### config.mk
export PLATFORM = sky130hd
export DESIGN_NAME = issue_queue_8e_flat
export DESIGN_NICKNAME = d
export VERILOG_FILES = /design/src/rtl/issue_queue_8e_pkg.sv /design/src/rtl/issue_queue_8e_if.sv /design/src/rtl/issue_queue_8e_entry.sv /design/src/rtl/issue_queue_8e.sv /design/src/flat_wrapper.sv
export SDC_FILE = /design/constraint.sdc
export NUM_CORES = 1
export LEC_CHECK = 0
export CORE_ASPECT_RATIO = 1.25
export CORE_MARGIN = 2
export CORE_UTILIZATION = 55
export CTS_CLUSTER_SIZE = 8
export DETAILED_ROUTE_END_ITERATION = 6
export PLACE_DENSITY = 0.76
export SYNTH_ARGS = -nofsm -noshare
export SYNTH_HDL_FRONTEND = slang
export SYNTH_SLANG_ARGS = --single-unit
### constraint.sdc
create_clock -name clk -period 8.5 [get_ports clk]
set_input_delay 1.7 -clock clk [delete_from_list [all_inputs] [get_ports clk]]
set_output_delay 1.7 -clock clk [all_outputs]
set_load 0.01 [all_outputs]
### src/rtl/issue_queue_8e_pkg.sv
// ---------------------------------------------------------------------------
// issue_queue_8e_pkg
// Shared widths, the dispatched-op record and the writeback tag-match helper
// for the 8-entry issue queue and its entry sub-module.
// ---------------------------------------------------------------------------
package issue_queue_8e_pkg;

  localparam int RRF_SEL     = 6;
  localparam int TAG_W       = RRF_SEL;
  localparam int AGE_W       = RRF_SEL;
  localparam int PAYLOAD_W   = 32;
  localparam int NUM_WB      = 2;
  localparam int ISQ_ENTRIES = 8;
  localparam int ISQ_IDX_W   = 3;
  localparam int CNT_W       = ISQ_IDX_W + 1;

  // Everything dispatch hands to an entry when it is allocated.
  typedef struct packed {
    logic [TAG_W-1:0]     s1Tag;
    logic                 s1Rdy;
    logic [TAG_W-1:0]     s2Tag;
    logic                 s2Rdy;
    logic [PAYLOAD_W-1:0] payload;
  } disp_op_t;

  // True when any valid writeback port broadcasts the given tag.
  function automatic logic tag_hit(
    input logic [NUM_WB-1:0]       wbValid,
    input logic [NUM_WB*TAG_W-1:0] wbTag,
    input logic [TAG_W-1:0]        tag
  );
    logic hit;
    hit = 1'b0;
    for (int p = 0; p < NUM_WB; p++) begin
      if (wbValid[p] && (wbTag[p*TAG_W +: TAG_W] == tag)) hit = 1'b1;
    end
    return hit;
  endfunction

endpackage

### src/rtl/issue_queue_8e_if.sv
// ---------------------------------------------------------------------------
// issue_queue_8e_if
// Bundles dispatch, writeback broadcast, selector and issue signals.
//   slave  : the issue queue (consumes dispatch/wb/grant, drives req/age/issue)
//   master : the surrounding pipeline / selector driving the queue
// ---------------------------------------------------------------------------
interface issue_queue_8e_if;
  import issue_queue_8e_pkg::*;

  logic                          flush;
  logic                          disp_valid;
  logic                          disp_ready;
  logic [TAG_W-1:0]              disp_src1_tag;
  logic                          disp_src1_rdy;
  logic [TAG_W-1:0]              disp_src2_tag;
  logic                          disp_src2_rdy;
  logic [PAYLOAD_W-1:0]          disp_payload;
  logic [NUM_WB-1:0]             wb_valid;
  logic [NUM_WB*TAG_W-1:0]       wb_tag;
  logic                          issue_en;
  logic [ISQ_ENTRIES-1:0]        req;
  logic [ISQ_ENTRIES*AGE_W-1:0]  age;
  logic [ISQ_ENTRIES*ISQ_IDX_W-1:0] index;
  logic                          grant;
  logic [ISQ_IDX_W-1:0]          grant_index;
  logic                          issue_valid;
  logic [PAYLOAD_W-1:0]          issue_payload;

  modport slave (
    input  flush, disp_valid, disp_src1_tag, disp_src1_rdy, disp_src2_tag,
           disp_src2_rdy, disp_payload, wb_valid, wb_tag, issue_en, grant,
           grant_index,
    output disp_ready, req, age, index, issue_valid, issue_payload
  );

  modport master (
    output flush, disp_valid, disp_src1_tag, disp_src1_rdy, disp_src2_tag,
           disp_src2_rdy, disp_payload, wb_valid, wb_tag, issue_en, grant,
           grant_index,
    input  disp_ready, req, age, index, issue_valid, issue_payload
  );

endinterface

### src/rtl/issue_queue_8e_entry.sv
// ---------------------------------------------------------------------------
// issue_q_entry
// One reservation-station slot: operand tags with sticky ready bits woken by
// writeback broadcasts, a compacted age rank, the payload, and its request.
// Ports:
//   clk, rst_n          clock / async active-low reset
//   i_flush             kill this entry
//   i_alloc, i_op       write a newly dispatched op
//   i_rankNew           rank assigned to the new op
//   i_wbValid, i_wbTag  writeback broadcast ports
//   i_issueFire         some entry issues this cycle
//   i_selected          this entry is the grant target
//   i_issuedRank        rank of the entry that issues
//   i_issueEn           execute stage accepts
//   o_valid, o_req, o_rank, o_payload  entry state towards the top level
// ---------------------------------------------------------------------------
module issue_q_entry
  import issue_queue_8e_pkg::*;
(
  input  logic                  clk,
  input  logic                  rst_n,
  input  logic                  i_flush,
  input  logic                  i_alloc,
  input  disp_op_t              i_op,
  input  logic [ISQ_IDX_W-1:0]  i_rankNew,
  input  logic [NUM_WB-1:0]     i_wbValid,
  input  logic [NUM_WB*TAG_W-1:0] i_wbTag,
  input  logic                  i_issueFire,
  input  logic                  i_selected,
  input  logic [ISQ_IDX_W-1:0]  i_issuedRank,
  input  logic                  i_issueEn,
  output logic                  o_valid,
  output logic                  o_req,
  output logic [ISQ_IDX_W-1:0]  o_rank,
  output logic [PAYLOAD_W-1:0]  o_payload
);

  logic                 r_valid;
  logic [TAG_W-1:0]     r_s1Tag;
  logic                 r_s1Rdy;
  logic [TAG_W-1:0]     r_s2Tag;
  logic                 r_s2Rdy;
  logic [ISQ_IDX_W-1:0] r_rank;
  logic [PAYLOAD_W-1:0] r_payload;

  logic w_s1Hit, w_s2Hit, w_newS1Hit, w_newS2Hit;

  assign w_s1Hit    = tag_hit(i_wbValid, i_wbTag, r_s1Tag);
  assign w_s2Hit    = tag_hit(i_wbValid, i_wbTag, r_s2Tag);
  // Broadcasts in the dispatch cycle are captured so the op is not stranded.
  assign w_newS1Hit = tag_hit(i_wbValid, i_wbTag, i_op.s1Tag);
  assign w_newS2Hit = tag_hit(i_wbValid, i_wbTag, i_op.s2Tag);

  // Allocation only targets a free slot, so it never collides with issue.
  // Older-than-issued entries keep their rank; younger ones close the gap.
  always_ff @(posedge clk or negedge rst_n) begin
    if (!rst_n) begin
      r_valid   <= 1'b0;
      r_s1Tag   <= '0;
      r_s1Rdy   <= 1'b0;
      r_s2Tag   <= '0;
      r_s2Rdy   <= 1'b0;
      r_rank    <= '0;
      r_payload <= '0;
    end else if (i_flush) begin
      r_valid <= 1'b0;
    end else if (i_alloc) begin
      r_valid   <= 1'b1;
      r_s1Tag   <= i_op.s1Tag;
      r_s1Rdy   <= i_op.s1Rdy | w_newS1Hit;
      r_s2Tag   <= i_op.s2Tag;
      r_s2Rdy   <= i_op.s2Rdy | w_newS2Hit;
      r_rank    <= i_rankNew;
      r_payload <= i_op.payload;
    end else if (r_valid) begin
      if (i_issueFire && i_selected) begin
        r_valid <= 1'b0;
      end else begin
        r_s1Rdy <= r_s1Rdy | w_s1Hit;
        r_s2Rdy <= r_s2Rdy | w_s2Hit;
        if (i_issueFire && (r_rank > i_issuedRank)) r_rank <= r_rank - 1'b1;
      end
    end
  end

  assign o_valid   = r_valid;
  assign o_req     = r_valid & r_s1Rdy & r_s2Rdy & i_issueEn;
  assign o_rank    = r_rank;
  assign o_payload = r_payload;

endmodule

### src/rtl/issue_queue_8e.sv
// ---------------------------------------------------------------------------
// issue_queue_8e
// 8-entry age-tracked issue queue feeding a 1-of-8 oldest-first selector.
// Ports:
//   clk, rst_n  clock / async active-low reset
//   io_bus      issue_queue_8e_if.slave: dispatch, writeback broadcasts,
//               per-entry req/age/index, grant/grant_index, issue output
// ---------------------------------------------------------------------------
module issue_queue_8e
  import issue_queue_8e_pkg::*;
(
  input  logic             clk,
  input  logic             rst_n,
  issue_queue_8e_if.slave  io_bus
);

  logic [ISQ_ENTRIES-1:0] w_valid;
  logic [ISQ_ENTRIES-1:0] w_req;
  logic [ISQ_ENTRIES-1:0] w_alloc;
  logic [ISQ_IDX_W-1:0]   w_rank    [ISQ_ENTRIES];
  logic [PAYLOAD_W-1:0]   w_payload [ISQ_ENTRIES];

  logic [CNT_W-1:0]       r_count;
  logic                   r_issueValid;
  logic [PAYLOAD_W-1:0]   r_issuePayload;

  logic                   w_dispReady;
  logic                   w_dispatch;
  logic                   w_issueFire;
  logic [ISQ_IDX_W-1:0]   w_freeIdx;
  logic [ISQ_IDX_W-1:0]   w_rankNew;
  logic [ISQ_IDX_W-1:0]   w_issuedRank;
  disp_op_t               w_op;
  logic [ISQ_ENTRIES*AGE_W-1:0]     w_age;
  logic [ISQ_ENTRIES*ISQ_IDX_W-1:0] w_index;

  // Readiness comes from the registered count only, so an issue in the same
  // cycle cannot make room for that cycle's dispatch.
  assign w_dispReady = (r_count < CNT_W'(ISQ_ENTRIES));
  assign w_dispatch  = io_bus.disp_valid & w_dispReady & ~io_bus.flush;
  assign w_issueFire = io_bus.grant & io_bus.issue_en &
                       w_valid[io_bus.grant_index] & w_req[io_bus.grant_index];
  assign w_issuedRank = w_rank[io_bus.grant_index];
  // The issuing entry leaves the rank order in the same edge.
  assign w_rankNew   = r_count[ISQ_IDX_W-1:0] - ISQ_IDX_W'(w_issueFire);

  assign w_op.s1Tag   = io_bus.disp_src1_tag;
  assign w_op.s1Rdy   = io_bus.disp_src1_rdy;
  assign w_op.s2Tag   = io_bus.disp_src2_tag;
  assign w_op.s2Rdy   = io_bus.disp_src2_rdy;
  assign w_op.payload = io_bus.disp_payload;

  // Lowest-index free slot; scanning downward leaves the smallest match.
  always_comb begin
    w_freeIdx = '0;
    for (int i = ISQ_ENTRIES - 1; i >= 0; i--) begin
      if (!w_valid[i]) w_freeIdx = ISQ_IDX_W'(i);
    end
  end

  assign w_alloc = w_dispatch ? (ISQ_ENTRIES'(1) << w_freeIdx) : '0;

  for (genvar g = 0; g < ISQ_ENTRIES; g++) begin : g_entry
    issue_q_entry u_entry (
      .clk          (clk),
      .rst_n        (rst_n),
      .i_flush      (io_bus.flush),
      .i_alloc      (w_alloc[g]),
      .i_op         (w_op),
      .i_rankNew    (w_rankNew),
      .i_wbValid    (io_bus.wb_valid),
      .i_wbTag      (io_bus.wb_tag),
      .i_issueFire  (w_issueFire),
      .i_selected   (io_bus.grant_index == ISQ_IDX_W'(g)),
      .i_issuedRank (w_issuedRank),
      .i_issueEn    (io_bus.issue_en),
      .o_valid      (w_valid[g]),
      .o_req        (w_req[g]),
      .o_rank       (w_rank[g]),
      .o_payload    (w_payload[g])
    );
  end

  // Occupancy tracks dispatches in and issues out; flush empties it.
  always_ff @(posedge clk or negedge rst_n) begin
    if (!rst_n) begin
      r_count <= '0;
    end else if (io_bus.flush) begin
      r_count <= '0;
    end else begin
      r_count <= r_count + CNT_W'(w_dispatch) - CNT_W'(w_issueFire);
    end
  end

  // Issue register: payload holds between issues so execute sees a stable bus.
  always_ff @(posedge clk or negedge rst_n) begin
    if (!rst_n) begin
      r_issueValid   <= 1'b0;
      r_issuePayload <= '0;
    end else if (io_bus.flush) begin
      r_issueValid <= 1'b0;
    end else if (w_issueFire) begin
      r_issueValid   <= 1'b1;
      r_issuePayload <= w_payload[io_bus.grant_index];
    end else begin
      r_issueValid <= 1'b0;
    end
  end

  // Ranks are zero-extended to the selector's age width; index is constant.
  always_comb begin
    w_age   = '0;
    w_index = '0;
    for (int i = 0; i < ISQ_ENTRIES; i++) begin
      w_age[i*AGE_W +: AGE_W]         = AGE_W'(w_rank[i]);
      w_index[i*ISQ_IDX_W +: ISQ_IDX_W] = ISQ_IDX_W'(i);
    end
  end

  assign io_bus.disp_ready    = w_dispReady;
  assign io_bus.req           = w_req;
  assign io_bus.age           = w_age;
  assign io_bus.index         = w_index;
  assign io_bus.issue_valid   = r_issueValid;
  assign io_bus.issue_payload = r_issuePayload;

endmodule
### src/flat_wrapper.sv
// flat-port wrapper written by rule: the top's interface ports become plain ports
module issue_queue_8e_flat import issue_queue_8e_pkg::*;
  (clk, rst_n, io_bus_flush, io_bus_disp_valid, io_bus_disp_src1_tag, io_bus_disp_src1_rdy, io_bus_disp_src2_tag, io_bus_disp_src2_rdy, io_bus_disp_payload, io_bus_wb_valid, io_bus_wb_tag, io_bus_issue_en, io_bus_grant, io_bus_grant_index, io_bus_disp_ready, io_bus_req, io_bus_age, io_bus_index, io_bus_issue_valid, io_bus_issue_payload);
  issue_queue_8e_if io_bus_i ();
  input  logic clk;
  input  logic rst_n;
  input wire logic [$bits(io_bus_i.flush)-1:0] io_bus_flush;
  input wire logic [$bits(io_bus_i.disp_valid)-1:0] io_bus_disp_valid;
  input wire logic [$bits(io_bus_i.disp_src1_tag)-1:0] io_bus_disp_src1_tag;
  input wire logic [$bits(io_bus_i.disp_src1_rdy)-1:0] io_bus_disp_src1_rdy;
  input wire logic [$bits(io_bus_i.disp_src2_tag)-1:0] io_bus_disp_src2_tag;
  input wire logic [$bits(io_bus_i.disp_src2_rdy)-1:0] io_bus_disp_src2_rdy;
  input wire logic [$bits(io_bus_i.disp_payload)-1:0] io_bus_disp_payload;
  input wire logic [$bits(io_bus_i.wb_valid)-1:0] io_bus_wb_valid;
  input wire logic [$bits(io_bus_i.wb_tag)-1:0] io_bus_wb_tag;
  input wire logic [$bits(io_bus_i.issue_en)-1:0] io_bus_issue_en;
  input wire logic [$bits(io_bus_i.grant)-1:0] io_bus_grant;
  input wire logic [$bits(io_bus_i.grant_index)-1:0] io_bus_grant_index;
  output wire logic [$bits(io_bus_i.disp_ready)-1:0] io_bus_disp_ready;
  output wire logic [$bits(io_bus_i.req)-1:0] io_bus_req;
  output wire logic [$bits(io_bus_i.age)-1:0] io_bus_age;
  output wire logic [$bits(io_bus_i.index)-1:0] io_bus_index;
  output wire logic [$bits(io_bus_i.issue_valid)-1:0] io_bus_issue_valid;
  output wire logic [$bits(io_bus_i.issue_payload)-1:0] io_bus_issue_payload;
  assign io_bus_i.flush = io_bus_flush;
  assign io_bus_i.disp_valid = io_bus_disp_valid;
  assign io_bus_i.disp_src1_tag = io_bus_disp_src1_tag;
  assign io_bus_i.disp_src1_rdy = io_bus_disp_src1_rdy;
  assign io_bus_i.disp_src2_tag = io_bus_disp_src2_tag;
  assign io_bus_i.disp_src2_rdy = io_bus_disp_src2_rdy;
  assign io_bus_i.disp_payload = io_bus_disp_payload;
  assign io_bus_i.wb_valid = io_bus_wb_valid;
  assign io_bus_i.wb_tag = io_bus_wb_tag;
  assign io_bus_i.issue_en = io_bus_issue_en;
  assign io_bus_i.grant = io_bus_grant;
  assign io_bus_i.grant_index = io_bus_grant_index;
  assign io_bus_disp_ready = io_bus_i.disp_ready;
  assign io_bus_req = io_bus_i.req;
  assign io_bus_age = io_bus_i.age;
  assign io_bus_index = io_bus_i.index;
  assign io_bus_issue_valid = io_bus_i.issue_valid;
  assign io_bus_issue_payload = io_bus_i.issue_payload;
  issue_queue_8e u_core (.clk(clk), .rst_n(rst_n), .io_bus(io_bus_i));
endmodule
==> key figures <==
Synthesis
  – Synth Warn #: 0
  – Cell Area, Synth: 0.0230 mm2
  – Syn Area/Cell: 11.1 um2
  – Count leader, synth: nand2_1
  – Post-synthesis register bit count: 437
  – Asr flop ratio synth: 100%
  – Top area cells in the synthesized netlist: dfrtp_1, mux2_2, nand2_1
  – Number of synthesized flops with an enable pin: 0
  – Prevailing post-synth register cell: dfrtp_1
  – Top cell type by total area after synthesis: dfrtp_1
  – Area share of the largest cell type after synthesis: 47.5%
  – Cells after Synth: 2077
  – Seq/Total Area, Yosys: 47.5%
  – Synth cell count leaders: nand2_1, dfrtp_1, mux2_2, xnor2_1, xor2_1
  – Count of cell types in the netlist: 61

Die
  – Die footprint: 0.0435 mm2
  – CORE AREA: 0.0412 mm2
  – Die width: approximately 190 um
  – Starting density of the core: 55.8%
  – Die height: 233 um
  – I/O pin cnt: about 180
  – Rows: 83

Final layout
  – Final #Nets: 2273
  – Antenna diode count: 0
  – Share of cells above drive strength 1: 19.6%
  – Area Overhead vs Synth: 13.2%

Worst hold path
  – Hold Path Class: reg -> reg
  – Worst Hold Path EP: u_core.g_entry[5].u_entry.o_payload[13]
  – Hold path cells: 2
  – Hold path start: u_core.g_entry[5].u_entry.o_payload[13]

CTS
  – Cts repair resizes: 0
  – Clk_lat worst skew: approximately 0.61 ns
  – CTS Sinks: about 440
  – Total CTS buffers: 60
  – CTS Buffer Depth: 3
  – H-tree lvl count: 2
  – CTS clk-pin slew, worst paths: 0.05 ns
  – Root Driver: clkbuf_16
  – CTS tree: built
  – Hold_buf cts: 0
  – Post-CTS setup buffer count: 0

STA
  – Normalized max-slew margin: between 20% and 30%
  – FMAX: 198 MHz
  – RSZ-0062 raised after global routing: no
  – Post-route minimum period: 5.06 ns
  – Setup ws final: 3.44 ns
  – TNS Setup: 0 ns
  – # setup viols final: 0
  – Final Hold Vio Count: 0
  – Final slew viol count: 0
  – Final setup skew: 0.0343 ns
  – Slew at the pin closest to its max-slew limit: 1.08 ns
  – Final period util: 59.5%

Global routing
  – Initial antenna violation count: 2
  – Total track usage: 27.4%
  – Aggregate global routing overflow: 0
  – Vias in the first global route: around 17000
  – Largest net degree at the start of global routing: 180
  – Global-route wire length before repair: about 93000 um

Routing
  – First DRT Iteration DRCs: 1057
  – Antenna viol nets, final: 0
  – DR vias: 16100
  – Drt via density: 5.91
  – TritonRoute pass-1 iters: 5
  – Mean routed wirelength per cell: approximately 22 um
  – Drt total wl: 58900 um
  – Remaining routing DRC violations: 0

Setup path
  – CP Launch Type: input port
  – Worst path arrival time: 3.36 ns
  – Worst reg-to-reg path cell count: 8
  – WS Path Type: in -> out
  – Flop2flop setup slack: 5.15 ns
  – Worst Path Required: 6.80 ns
  – CP endpoint kind: output port
  – Reg2reg start: u_core.g_entry[3].u_entry.o_rank[2]
  – Reg2Reg Capture Point: u_core.g_entry[4].u_entry.o_rank[2]
  – Crit path max fanout: 10

Place
  – Buffers added on ports: ~130
  – Place WS: 3.01 ns
  – RePlAce Congestion: ~0.9
  – Placed wire-length estimate: 35700 um

Power
  – Pleak: 12.3 nW
  – Max rail drop VDD: 0.181 mV
  – PwrDens: 234 mW/mm2

Outcome
  – Status: finished, final reports clean

Job
  – Max-Cap Viols: 0
routing by layer:
layer | global-route usage (%) | routed length, um | up-vias
met3 | 3.94 | 3420 | 157
li1 | - | - | 7142
met1 | 33.5 | 23000 | 8203
met4 | 11.9 | 2290 | 2
met5 | 0 | 13 | -
met2 | 48.5 | 30200 | 582
state kept, by name, indices dropped and copies added (netlist names):
signal and count:
u_core.g_entry.u_entry.r_s2Rdy 8, u_core.g_entry.u_entry.o_rank 24, u_core.g_entry.u_entry.r_s1Tag 48, u_core.io_bus.issue_payload 32
u_core.g_entry.u_entry.r_s1Rdy 8, u_core.g_entry.u_entry.o_payload 256, u_core.r_count 4, u_core.io_bus.issue_valid 1
u_core.g_entry.u_entry.o_valid 8, u_core.g_entry.u_entry.r_s2Tag 48
cell families (layout without fill, tap and decap cells):
| logic type | after synthesis | count (layout) | share of synthesized area, % |
|---|---|---|---|
| adders and majority gates | 40 | 40 | 2.21 |
| DFF | 437 | 437 | 47.5 |
| buffers and inverters | 223 | 268 | 5.11 |
| xor gates and xnor gates | 227 | 227 | 8.64 |
| muxes | 326 | 326 | 19.1 |
| other | 2 | 48 | 0.0326 |
| and+or+nand+nor | 676 | 676 | 13.0 |
| AOI/OAI and AO/OA | 146 | 146 | 4.41 |
how the worst max path moves through the flow:
stage	startpoint	end	slack [ns]	cells past startpoint
after global placement	io_bus_grant_index[1]	u_core.g_entry[4].u_entry.o_rank[2]	3.06	10
after detailed placement	io_bus_grant_index[1]	u_core.g_entry[4].u_entry.o_rank[2]	3.01	10
after global routing	io_bus_issue_en	io_bus_req[3]	3.36	3
after floorplan	io_bus_grant_index[1]	u_core.g_entry[4].u_entry.o_rank[2]	3.65	11
after CTS	io_bus_issue_en	io_bus_req[2]	3.44	3
final	io_bus_issue_en	io_bus_req[2]	3.44	3
through the flow:
step | area, um2 | utilization [%] | cells | power, W | hold WS (ns)
after floorplan | 23200 | - | 2123 | 0.00355 | 0.434
after global placement | 24500 | 59.4 | 2654 | 0.00394 | 0.444
after detailed placement | 24500 | 59.4 | 2654 | 0.00403 | 0.455
after CTS | 26100 | 63.2 | 2720 | 0.00614 | 0.467
after global routing | 26100 | 63.2 | 2720 | 0.00640 | 0.483
final | 26100 | 63.2 | 2720 | 0.00610 | 0.463
power breakdown:
group          switching [W]  total, W  internal (W)
Clock               0.000851   0.00209       0.00124
Sequential          0.000266   0.00272       0.00245
Combinational       0.000630   0.00129      0.000662
Total                0.00175   0.00610       0.00435
worst max-delay path, cell delays in order:
cell             delay, ns
clkdlybuf4s50_1       0.69
and4_1                0.37
clkdlybuf4s50_1       0.58
cell usage in the layout, fill, tap and decap left out, drive strengths merged, types with 3 or more instances in the layout:
cell type	count
nand2	452
dfrtp	437
mux2	213
clkdlybuf4s50	130
xnor2	129
xor2	98
mux4	70
a21oi	64
clkbuf	63
nor2	55
conb	48
mux2i	43
buf	40
ha	39
nand4	38
inv	34
nor4	31
o21ai	29
nand3	19
nor2b	16
nor3	14
or3	12
o21a	10
and4	9
nand2b	8
o211ai	8
and3	8
a22o	7
a2bb2oi	5
or4	4
a211oi	3
o221ai	3
a211o	3
cell type report:
cell class	count	area, um2
clock inverter	3	58.8
tap	552	691
clock buffer	63	1510
multi-input combinational	1463	11100
inverter	32	120
fill	3235	15200
timing repair buffer	170	1620
sequential	437	10900
Power figures use the tool's default switching activity.
